<file path="src/rtl/sdram_rd32_responder_if.sv">
// Bundle between the ROM-read initiator, the 32-bit responder and the SDRAM controller's 16-bit word port.
// Handshakes: sdr_req is a one-cycle request pulse answered by exactly one one-cycle sdr_rdy pulse;
// mem_req is a level held until the one-cycle mem_ack, and mem_q is valid only while mem_ack is high.
interface sdram_rd32_responder_if;
  logic [24:0] sdr_addr;
  logic        sdr_req;
  logic [31:0] sdr_data;
  logic        sdr_rdy;
  logic        cache_flush;
  logic [24:0] mem_addr;
  logic        mem_req;
  logic        mem_ack;
  logic [15:0] mem_q;

  modport master (
    output sdr_addr, sdr_req, cache_flush, mem_ack, mem_q,
    input  sdr_data, sdr_rdy, mem_addr, mem_req
  );

  modport slave (
    input  sdr_addr, sdr_req, cache_flush, mem_ack, mem_q,
    output sdr_data, sdr_rdy, mem_addr, mem_req
  );
endinterface

</file>
<file path="src/rtl/sdram_rd32_responder.sv">
// Returns 32-bit ROM words built from two 16-bit SDRAM reads, with a one-word
// last-read cache and a one-entry slot for a request arriving mid-read.
module sdram_rd32_responder #(
    parameter bit CACHE_EN  = 1'b1,
    parameter bit WORD_SWAP = 1'b0
) (
    input  logic                         clk,
    input  logic                         reset,
    sdram_rd32_responder_if.slave        bus,
    output logic [2:0]                   dbg_state
);

    typedef enum logic [2:0] {
        IDLE  = 3'd0,
        RD_LO = 3'd1,
        GAP   = 3'd2,
        RD_HI = 3'd3,
        DONE  = 3'd4
    } state_t;

    state_t      state_q, state_d;
    logic [22:0] wa_q, wa_d;
    logic [15:0] lo_q, lo_d;
    logic [31:0] data_q, data_d;
    logic        rdy_q, rdy_d;
    logic        mreq_q, mreq_d;
    logic [24:0] maddr_q, maddr_d;
    logic [22:0] tag_q, tag_d;
    logic [31:0] cdata_q, cdata_d;
    logic        cvalid_q, cvalid_d;
    logic        pend_q, pend_d;
    logic [22:0] paddr_q, paddr_d;
    logic        nofill_q, nofill_d;

    logic [22:0] req_wa;
    logic        take_req;
    logic        hit;
    logic        unused_addr_bits;

    // Byte-lane bits of the request address carry no information for word reads.
    assign unused_addr_bits = ^bus.sdr_addr[1:0];

    assign req_wa   = bus.sdr_req ? bus.sdr_addr[24:2] : paddr_q;
    assign take_req = bus.sdr_req | pend_q;
    assign hit      = CACHE_EN && cvalid_q && (tag_q == req_wa) && !bus.cache_flush;

    always_comb begin
        state_d  = state_q;
        wa_d     = wa_q;
        lo_d     = lo_q;
        data_d   = data_q;
        rdy_d    = 1'b0;
        mreq_d   = mreq_q;
        maddr_d  = maddr_q;
        tag_d    = tag_q;
        cdata_d  = cdata_q;
        cvalid_d = cvalid_q;
        pend_d   = pend_q;
        paddr_d  = paddr_q;
        nofill_d = nofill_q;

        case (state_q)
            IDLE: begin
                if (take_req) begin
                    // A live sdr_req wins; the slot is only consumed when it supplied the request.
                    if (!bus.sdr_req) pend_d = 1'b0;
                    if (hit) begin
                        data_d = cdata_q;
                        rdy_d  = 1'b1;
                    end else begin
                        wa_d    = req_wa;
                        maddr_d = {req_wa, 2'b00};
                        mreq_d  = 1'b1;
                        state_d = RD_LO;
                    end
                end
            end
            RD_LO: begin
                if (bus.mem_ack) begin
                    lo_d    = bus.mem_q;
                    mreq_d  = 1'b0;
                    state_d = GAP;
                end
            end
            GAP: begin
                maddr_d = {wa_q, 2'b10};
                mreq_d  = 1'b1;
                state_d = RD_HI;
            end
            RD_HI: begin
                if (bus.mem_ack) begin
                    mreq_d  = 1'b0;
                    data_d  = WORD_SWAP ? {lo_q, bus.mem_q} : {bus.mem_q, lo_q};
                    rdy_d   = 1'b1;
                    state_d = DONE;
                end
            end
            DONE: begin
                if (CACHE_EN && !nofill_q) begin
                    tag_d    = wa_q;
                    cdata_d  = data_q;
                    cvalid_d = 1'b1;
                end
                nofill_d = 1'b0;
                state_d  = IDLE;
            end
            default: state_d = IDLE;
        endcase

        if (state_q != IDLE && bus.sdr_req) begin
            pend_d  = 1'b1;
            paddr_d = bus.sdr_addr[24:2];
        end

        // A flush seen while a fill is in flight must keep that stale word out of the cache.
        if (bus.cache_flush) begin
            cvalid_d = 1'b0;
            if (state_q == RD_LO || state_q == GAP || state_q == RD_HI) nofill_d = 1'b1;
        end
    end

    always_ff @(posedge clk) begin
        if (reset) begin
            state_q  <= IDLE;
            wa_q     <= '0;
            lo_q     <= '0;
            data_q   <= '0;
            rdy_q    <= 1'b0;
            mreq_q   <= 1'b0;
            maddr_q  <= '0;
            tag_q    <= '0;
            cdata_q  <= '0;
            cvalid_q <= 1'b0;
            pend_q   <= 1'b0;
            paddr_q  <= '0;
            nofill_q <= 1'b0;
        end else begin
            state_q  <= state_d;
            wa_q     <= wa_d;
            lo_q     <= lo_d;
            data_q   <= data_d;
            rdy_q    <= rdy_d;
            mreq_q   <= mreq_d;
            maddr_q  <= maddr_d;
            tag_q    <= tag_d;
            cdata_q  <= cdata_d;
            cvalid_q <= cvalid_d;
            pend_q   <= pend_d;
            paddr_q  <= paddr_d;
            nofill_q <= nofill_d;
        end
    end

    assign bus.sdr_data = data_q;
    assign bus.sdr_rdy  = rdy_q;
    assign bus.mem_req  = mreq_q;
    assign bus.mem_addr = maddr_q;
    assign dbg_state    = state_q;

endmodule

</file>
<file path="src/flat_wrapper.sv">
// flat-port wrapper written by rule: the top's interface ports become plain ports
module sdram_rd32_responder_flat 
#(
    parameter bit CACHE_EN  = 1'b1,
    parameter bit WORD_SWAP = 1'b0
)
  (clk, reset, dbg_state, bus_sdr_addr, bus_sdr_req, bus_cache_flush, bus_mem_ack, bus_mem_q, bus_sdr_data, bus_sdr_rdy, bus_mem_addr, bus_mem_req);
  sdram_rd32_responder_if bus_i ();
  input  logic clk;
  input  logic reset;
  output logic [2:0] dbg_state;
  input wire logic [$bits(bus_i.sdr_addr)-1:0] bus_sdr_addr;
  input wire logic [$bits(bus_i.sdr_req)-1:0] bus_sdr_req;
  input wire logic [$bits(bus_i.cache_flush)-1:0] bus_cache_flush;
  input wire logic [$bits(bus_i.mem_ack)-1:0] bus_mem_ack;
  input wire logic [$bits(bus_i.mem_q)-1:0] bus_mem_q;
  output wire logic [$bits(bus_i.sdr_data)-1:0] bus_sdr_data;
  output wire logic [$bits(bus_i.sdr_rdy)-1:0] bus_sdr_rdy;
  output wire logic [$bits(bus_i.mem_addr)-1:0] bus_mem_addr;
  output wire logic [$bits(bus_i.mem_req)-1:0] bus_mem_req;
  assign bus_i.sdr_addr = bus_sdr_addr;
  assign bus_i.sdr_req = bus_sdr_req;
  assign bus_i.cache_flush = bus_cache_flush;
  assign bus_i.mem_ack = bus_mem_ack;
  assign bus_i.mem_q = bus_mem_q;
  assign bus_sdr_data = bus_i.sdr_data;
  assign bus_sdr_rdy = bus_i.sdr_rdy;
  assign bus_mem_addr = bus_i.mem_addr;
  assign bus_mem_req = bus_i.mem_req;
  sdram_rd32_responder #(.CACHE_EN(CACHE_EN), .WORD_SWAP(WORD_SWAP)) u_core (.clk(clk), .reset(reset), .bus(bus_i), .dbg_state(dbg_state));
endmodule
</file>
<file path="config.mk">
export PLATFORM = sky130hd
export DESIGN_NAME = sdram_rd32_responder_flat
export DESIGN_NICKNAME = d
export VERILOG_FILES = /design/src/rtl/sdram_rd32_responder_if.sv /design/src/rtl/sdram_rd32_responder.sv /design/src/flat_wrapper.sv
export SDC_FILE = /design/constraint.sdc
export NUM_CORES = 1
export LEC_CHECK = 0
export ABC_AREA = 1
export BUFFER_PORTS_ARGS = -buffer_cell sky130_fd_sc_hd__buf_2
export CAP_MARGIN = 10
export CORE_ASPECT_RATIO = 1.1
export CORE_MARGIN = 5
export CORE_UTILIZATION = 50
export DETAILED_ROUTE_END_ITERATION = 12
export GPL_TIMING_DRIVEN = 0
export MAX_ROUTING_LAYER = met4
export PLACE_DENSITY_LB_ADDON = 0.1
export SKIP_CTS_REPAIR_TIMING = 1
export SKIP_LAST_GASP = 1
export SLEW_MARGIN = 20
export SYNTH_ARGS = -nofsm -noshare
export SYNTH_HDL_FRONTEND = slang
export SYNTH_SLANG_ARGS = --single-unit
</file>
<file path="constraint.sdc">
create_clock -name clk -period 4.14 [get_ports clk]
set_clock_uncertainty 0.15 [all_clocks]
set_input_delay 1.035 -clock clk [delete_from_list [all_inputs] [get_ports clk]]
set_output_delay 1.035 -clock clk [all_outputs]
set_load 0.01 [all_outputs]
</file>
### After elaboration in Yosys (flattened, before gate mapping)

Index checks and enable logic that the tools add are counted.

* input port bits: 46
* register bits: 182
* word-level logic and storage cells: 79

* reduce and logical (&&, ||, !) cells: 23
* bitwise operators: 3
* equal/unequal tests: 12
* multiplexer cells: 28

Operators by type and width (count)
* 32-bit 2-to-1 mux: 3
* 32-bit case mux with 2 select lines: 1
* 25-bit 2-to-1 mux: 2
* 25-bit case mux with 2 select lines: 1
* 23-bit == test: 1
* 23-bit 2-to-1 mux: 1
* 1-bit 2-to-1 mux: 13
* 3-bit 2-to-1 mux: 4
* 3-bit case mux with 4 select lines: 1
* 4-bit AND reduction: 3
* 3-bit AND reduction: 3
* 2-bit by 1-bit != test with 1-bit output, second input constant: 4
* 2-bit nonzero test: 4
* 3-bit by 2-bit == test with 1-bit output, second input constant: 2
* 2-bit != test, second input constant: 3
* 3-bit nonzero test: 2
* 2-bit AND reduction: 2
* 2-bit OR reduction: 2
* 3-bit by 1-bit == test with 1-bit output, second input constant: 1
* 3-bit == test, second input constant: 1
* 1-bit logical AND: 3
* 3-bit logical NOT: 1
* 1-bit case mux with 3 select lines: 1
* 1-bit logical OR: 2
* 4 further kinds: 5

### Longest topological paths before layout

Gate-level depths: netlist (run 1).

* word-level depth: 7
* mapped depth: 16

### Worst setup path after synthesis (run 1)

No wires, ideal clock.

* path kind: input-to-reg
* start: in bus_sdr_req
* end: reg u_core.maddr_q[13], in the netlist u_core.bus.mem_addr[13]
* stages on the path: 15
* data required time: 3.870 ns
* arrival: 2.445 ns
* setup time: 0.120 ns
* path buffers: 3
* setup slack: 1.425 ns
* cell sequence: buf_4 -> buf_4 -> nand2_1 -> nand2_1 -> nand2_1 -> nand2_1 -> nor2_1 -> nand2_1 -> nor2_2 -> nand3_2 -> nand2_4 -> nand2_4 -> buf_2 -> nor2_1 -> nor3_2

* cells in the longest elaborated chain, start to end: 6

RTL lines
* from (decl): RTL line flat_wrapper.sv:13 `input wire logic [$bits(bus_i.sdr_req)-1:0] bus_sdr_req;`
* 23-bit 2-to-1 mux: RTL line sdram_rd32_responder.sv:43 `assign req_wa = bus.sdr_req ? bus.sdr_addr[24:2] : paddr_q;`
* 23-bit == test: RTL line sdram_rd32_responder.sv:45 `assign hit = CACHE_EN && cvalid_q && (tag_q == req_wa) && !bus.cache_flush;`
* 1-bit logical AND (2 in series): RTL line sdram_rd32_responder.sv:45
* 2-bit != test (no line)
* 3-bit AND reduction (no line)
* to (signal assigned): RTL line sdram_rd32_responder.sv:144 `maddr_q <= maddr_d;`
* to (decl): RTL line sdram_rd32_responder.sv:27 `logic [24:0] maddr_q, maddr_d;`

Several ways; a longest one is shown, not always the timed one. The select of a mux whose other input is x is not followed.
A chain may end at the register's enable or synchronous reset.

### Final worst setup path (run 1)

* start: in bus_sdr_req
* end: reg u_core.data_q[21], in the netlist u_core.bus.sdr_data[21]

* cells in the longest elaborated chain, start to end: 6

RTL lines
* 23-bit 2-to-1 mux: RTL line sdram_rd32_responder.sv:43
* 23-bit == test: RTL line sdram_rd32_responder.sv:45
* 1-bit logical AND (2 in series): RTL line sdram_rd32_responder.sv:45
* 2-bit by 1-bit != test with 1-bit output (no line)
* 4-bit AND reduction (no line) *
* to (signal assigned): RTL line sdram_rd32_responder.sv:141 `data_q <= data_d;`
* to (decl): RTL line sdram_rd32_responder.sv:24 `logic [31:0] data_q, data_d;`

Mark *: on every way between the ends. The rest lies on a longest branch, timed or not.

==> results of run 1 <==
==> state kept, by name, summed over array words and instances, names as in the netlist <==
register	flops
u_core.paddr_q	23
u_core.bus.mem_addr	24
u_core.cdata_q	32
u_core.lo_q	16
u_core.bus.mem_req	1
u_core.nofill_q	1
u_core.bus.sdr_data	32
u_core.cvalid_q	1
u_core.bus.sdr_rdy	1
u_core.dbg_state	3
u_core.wa_q	23
u_core.tag_q	23
u_core.pend_q	1
==> final cells by class <==
class                   instances  share of cell area, %
flip-flops and latches        181                   41.3
multi-input cells             723                   36.6
repair buffers                103                   5.87
clock buffers                  20                   5.32
plain buffers                  64                   3.38
inverters                      74                   3.19
well taps                     192                   2.74
clock inverters                12                   1.63
==> placed cells by master (no fill, tap or decap) <==
cell type | netlist | final
nor2_1 | 198 | 198
nand2_1 | 193 | 193
dfxtp_1 | 181 | 181
o21ai_0 | 167 | 167
buf_2 | 9 | 112
a21oi_1 | 77 | 77
inv_1 | 71 | 71
clkbuf_1 | 44 | 44
nor3_1 | 30 | 30
nand3_1 | 25 | 25
clkbuf_16 | 0 | 17
nor3_2 | 9 | 9
o21ai_1 | 8 | 8
buf_4 | 6 | 6
inv_6 | 0 | 4
clkinv_4 | 0 | 4
buf_6 | 3 | 3
nor2_2 | 3 | 3
nand4_1 | 3 | 3
clkbuf_8 | 0 | 3
inv_2 | 2 | 2
buf_1 | 2 | 2
nand2_4 | 2 | 2
a211oi_1 | 2 | 2
bufinv_16 | 0 | 2
nand3b_1 | 1 | 1
inv_4 | 1 | 1
and2_1 | 1 | 1
nand3_2 | 1 | 1
a211o_1 | 1 | 1
a31oi_1 | 1 | 1
conb_1 | 1 | 1
clkinv_2 | 0 | 1
clkinvlp_4 | 0 | 1
==> logic make-up after synthesis <==
group                  count (synthesis)
AOI/OAI and AO/OA                    256
other                                  1
and+or+nand+nor                      466
DFF                                  181
buffers and inverters                138
==> synth_stat cells <==
cell type,count
inv_1,71
conb_1,1
a21oi_1,77
a211oi_1,2
o21ai_1,8
buf_1,2
nor2_2,3
buf_6,3
inv_2,2
nand4_1,3
nand2_1,193
o21ai_0,167
nand2_4,2
buf_4,6
dfxtp_1,181
nor3_2,9
inv_4,1
nand3b_1,1
buf_2,9
a211o_1,1
nand3_1,25
nor3_1,30
clkbuf_1,44
nor2_1,198
nand3_2,1
and2_1,1
a31oi_1,1
==> tightest hold or removal path, stage by stage, from the launching register on <==
cell     delay [ns]
dfxtp_1        0.30
inv_1          0.06
a21oi_1        0.05
==> through the flow <==
step                worst slack [ns]  total power [mW]  instance area, sq um
detailed placement             0.882              2.64                  8170
CTS                             1.32              4.29                  8780
global route                    1.14              4.46                  8780
finish                          1.26              4.28                  8780
global placement               0.875              2.64                  8170
floorplan                       1.42              2.40                  7410
==> layer usage <==
layer / global-route usage (%) / vias up / part of all wire (%)
met2: 44.7 / 244 / 48
met1: 30.3 / 3320 / 41
li1: - / 3601 / -
met5: - / - / 0
met4: 13.9 / 0 / 4.9
met3: 5.47 / 72 / 5.4
==> where the power goes <==
group	internal, mW	switching, mW	leakage, nW
combinational	0.213	0.434	2.16
sequential	1.88	0.0803	1.47
clock	0.948	0.718	0.298
==> final timing paths <==
kind	startpoint	to
setup / recovery	bus_sdr_req	u_core.bus.sdr_data[21]
hold / removal	u_core.cdata_q[25]	u_core.cdata_q[25]
setup reg to reg	u_core.dbg_state[0]	u_core.tag_q[5]
hold reg to reg	u_core.cdata_q[25]	u_core.cdata_q[25]
==> run_results.csv, run 1 <==
group,metric,value,unit
floorplan,core,14500,sq um
drt,via_per_inst,5.29,
logic_synthesis,synth_top_family_by_area,"simple AND/OR/NAND/NOR gates",
power_and_ir_drop,vdd_drop_max,0.330,mV
cells_and_area,stdcell_count,1369,
logic_synthesis,synthAdderAreaFrac,0,%
worst_setup_path,path_depth,16,
worst_setup_path,crit_slowest_cell,"nand2_1",
timing,rsz0062_at_grt,"no",
global_route,track_usage,26.7,%
power_and_ir_drop,p_leak,3.93,nW
run,maxCapViolCount,0,
drt,vias,7237,
place,dpl.cell_count,1337,
logic_synthesis,seq_area_frac_synth,48.9,%
floorplan,fp.dieArea,17400,sq um
global_route,grt_pass1_wl,35100,um
worst_setup_path,critPathMaxFanout,10,
logic_synthesis,synthCells,1042,
drt,drtIter0Drc,551,
logic_synthesis,synth.largest_area_cell,"dfxtp_1",
clocking,clockBufferDepth,2,
logic_synthesis,synth_mux_area_share,0,%
worst_setup_path,cp-start-kind,"input port",
worst_setup_path,reg2reg_slack,1.90,ns
logic_synthesis,syn-num-nets,1088,
timing,max_freq,347,MHz
clocking,worst_skew_pair.late_latency,0.44,ns
timing,slew_violations,0,
timing,slew-limit-headroom,55.6,%
cells_and_area,areaGrowthSynthToFinish,18.4,%
worst_setup_path,path_buf_inv,5,
timing,finalHoldViolCount,0,
logic_synthesis,yosys.area_share.xor_xnor,0,%
global_route,grt-ovfl-total,0,
clocking,numCtsBuffers,17,
drt,antenna_left,0,
floorplan,die_w,126,um
place,dp_hpwl,16400,um
timing,worstMarginPinSlew,0.665,ns
logic_synthesis,synth-simple-area-share,25.9,%
worst_setup_path,cp.arrival,3.07,ns
drt,dr.pass1.iters,5,
worst_setup_path,crit_family,"simple AND/OR/NAND/NOR gates",
power_and_ir_drop,p_per_area,487,nW/um^2
global_route,grt_max_degree,17,
clocking,clk_pin_slew,0.07,ns
cells_and_area,nFillCells,1403,
clocking,cts_tree,"built",
worst_setup_path,path_common_cell,"nand2_1",
min_path,min_path_type,"flop to flop",
timing,setup_violations,0,
logic_synthesis,synth_area,7410,sq um
logic_synthesis,yosys.cell_types.count,27,
timing,fin_crit,2.88,ns
cells_and_area,nNetsFinal,1210,
global_route,first_global_vias,6960,
logic_synthesis,synth-compound-area-share,17.4,%
logic_synthesis,yosysWarnings,0,
drt,drc,0,
place,globalplace.congestion,0.896,
cells_and_area,diodes,0,
cells_and_area,drive_gt1_share,14.5,%
worst_setup_path,crit_path_end_kind,"flop",
cells_and_area,final_util,60.5,%
global_route,antenna_found_initial,0,
drt,finalWirelength,22300,um
floorplan,io_pins,108,
worst_setup_path,ff2ff_path_depth,6,
clocking,cts_root_buffer,"clkbuf_16",
floorplan,die_h,138,um
cells_and_area,regArea,3620,sq um
logic_synthesis,synth.ff_latch_count,181,
cells_and_area,multi_input_area,3210,sq um
floorplan,initial_core_util,51.1,%
clocking,h-tree-depth,4,
timing,tns,0,ns
timing,period_share,69.7,%
worst_setup_path,worstPathRequired,4.32,ns
timing,worst_hold_slack,0.298,ns
logic_synthesis,avgSynthCellArea,7.11,sq um
logic_synthesis,ys_top_cells_by_area,"dfxtp_1 49%, o21ai_0 11%, nor2_1 10%",
place,numPortBuffers,103,
logic_synthesis,yosysTopAreaCellShare,48.9,%
worst_setup_path,path_class,"input port to flop",
floorplan,row_count,46,
min_path,hold_depth,2,
clocking,cts_sinks,181,
drt,routedWlPerCell,16.3,um
outcome,outcome,"completed",
worst_setup_path,path_cells,"buf_4 -> inv_4 -> buf_6 -> nand2_1 -> nand2_1 -> nand2_1 -> nand2_1 -> nor2_1 -> nand2_1 -> nor2_2 -> nand4_1 -> nand2_1 -> inv_2 -> buf_2 -> nor2_1 -> nor2_1",
worst_setup_path,cpPeakStageDelay,0.24,ns
No activity file was read; power rests on OpenSTA's default activity.
==> run 2: changes to the inputs <==
Clock period 4.14 ns to 2.3 ns, I/O delays scaled along.
==> run 2 against run 1 <==
  * Non-clock buffer count is 4 higher
  * First-iteration DRC count up 2.4%
  * Final area grew 1.2%
  * Cell count grew 0.29%
  * Worst hold slack worse by 0.084 ns
  * Clock power rose by 80%
  * Flip-flop and latch count did not move
  * Worst setup slack worse by 1.2 ns
  * Global-route usage is the same
  * Sequential power rose by 80%
  * Largest cell class unchanged
==> run_results.csv, run 2 (synthesis results as in run 1) <==
group,metric,value,unit
outcome,outcome,"completed",
worst_setup_path,cp.arrival,2.39,ns
worst_setup_path,crit_path_end_kind,"flop",
timing,tns,0,ns
floorplan,row_count,46,
clocking,clk_pin_slew,0.07,ns
cells_and_area,stdcell_count,1373,
drt,dr.pass1.iters,5,
floorplan,core,14500,sq um
cells_and_area,final_cell_mix,"197 x nor2_1, 185 x nand2_1, 181 x dfxtp_1, 167 x o21ai_0, 105 x buf_2",
power_and_ir_drop,total_power,7.74,mW
drt,drtIter0Drc,564,
drt,antenna_left,0,
global_route,grt_pass1_wl,35100,um
drt,vias,7239,
timing,period_share,96.0,%
global_route,grt-ovfl-total,0,
power_and_ir_drop,p_per_area,871,nW/um^2
place,dpl.cell_count,1337,
drt,via_per_inst,5.27,
cells_and_area,fin_area,8880,sq um
drt,finalWirelength,22400,um
clocking,clockBufferDepth,2,
power_and_ir_drop,p_leak,3.98,nW
place,globalplace.congestion,0.896,
worst_setup_path,path_class,"input port to flop",
power_and_ir_drop,vdd_drop_max,0.595,mV
clocking,cts_tree,"built",
global_route,grt_max_degree,17,
floorplan,io_pins,108,
floorplan,die_w,126,um
cells_and_area,nNetsFinal,1214,
clocking,numCtsBuffers,17,
cells_and_area,drive_gt1_share,16.2,%
place,dp_hpwl,16400,um
run,maxCapViolCount,0,
cells_and_area,diodes,0,
global_route,first_global_vias,6960,
drt,routedWlPerCell,16.3,um
place,numPortBuffers,103,
clocking,h-tree-depth,4,
timing,fin_crit,2.21,ns
worst_setup_path,cp-start-kind,"input port",
floorplan,fp.dieArea,17400,sq um
place,dpl_cell_area,8170,sq um
cells_and_area,layout_commonest_cell,"nor2_1",
global_route,track_usage,26.7,%
worst_setup_path,worstPathRequired,2.48,ns
min_path,min_path_type,"input port to flop",
floorplan,initial_core_util,51.1,%
worst_setup_path,critPathMaxFanout,10,
timing,worstMarginPinSlew,0.645,ns
timing,max_freq,453,MHz
clocking,cts_root_buffer,"clkbuf_16",
timing,slew-limit-headroom,57.0,%
timing,rsz0062_at_grt,"yes",
drt,drc,0,
timing,setup_violations,0,
clocking,worst_skew_pair.late_latency,0.44,ns
timing,finalHoldViolCount,0,
cells_and_area,areaGrowthSynthToFinish,19.8,%
global_route,antenna_found_initial,0,
clocking,cts_sinks,181,
timing,slew_violations,0,
floorplan,die_h,138,um
==> run 2: cell count changes in the layout (fill, tap and decap cells not counted), moves of 4 or more <==
cell,delta
nand2_1,-8
nand2_2,+8
buf_2,-7
buf_4,+6
clkbuf_2,+6
clkbuf_1,-4
==> run 2: worst max-delay path: stages <==
cell and delay, ns:
buf_6 0.13, inv_4 0.07, buf_6 0.15, nand2_1 0.08
nand2_1 0.12, nand2_1 0.09, nand2_1 0.05, nor2_1 0.09
nand2_1 0.11, nor2_4 0.14, nand4_1 0.14, nand2_2 0.20
inv_4 0.08, buf_4 0.18, nor2_1 0.12, nor2_1 0.06
==> run 2: metal layers <==
| metal | vias up | GRT usage [%] | routed length, um |
|---|---|---|---|
| met2 | 227 | 44.7 | 10800 |
| li1 | 3608 | - | - |
| met4 | 0 | 13.9 | 1100 |
| met5 | - | - | 0 |
| met1 | 3332 | 30.3 | 9260 |
| met3 | 72 | 5.47 | 1240 |
==> run 2: power breakdown <==
part | internal (mW) | total [mW] | switching [mW]
clock | 1.71 | 3.01 | 1.30
combinational | 0.406 | 1.20 | 0.790
sequential | 3.39 | 3.53 | 0.144
==> run 2: path summary, 6_finish.rpt <==
kind | slack [ns] | cells after the start | from | endpoint
setup / recovery | 0.09 | 16 | bus_sdr_req | u_core.bus.sdr_data[21]
setup reg to reg | 0.18 | 7 | u_core.dbg_state[2] | u_core.lo_q[6]
hold / removal | 0.21 | 2 | bus_cache_flush | u_core.cvalid_q
hold reg to reg | 0.30 | 2 | u_core.cdata_q[25] | u_core.cdata_q[25]
==> run 2: metrics by stage <==
stage / utilization, % / hold slack [ns] / worst slack [ns]
2_1_floorplan: - / 0.275 / 0.0447
3_3_place_gp: 56.3 / 0.285 / -0.505
3_5_place_dp: 56.3 / 0.289 / -0.498
4_1_cts: 60.5 / 0.203 / -0.0642
5_1_grt: 61.2 / 0.213 / -0.00981
6_report: 61.2 / 0.215 / 0.0918
==> run 2: layout make-up <==
class / count / area [sq um]
fill: 1402 / 5620
inverter: 74 / 283
tap: 192 / 240
clock buffer: 20 / 467
buffer: 64 / 333
sequential: 181 / 3620
multi-input combinational: 723 / 3250
timing repair buffer: 107 / 546
clock inverter: 12 / 143
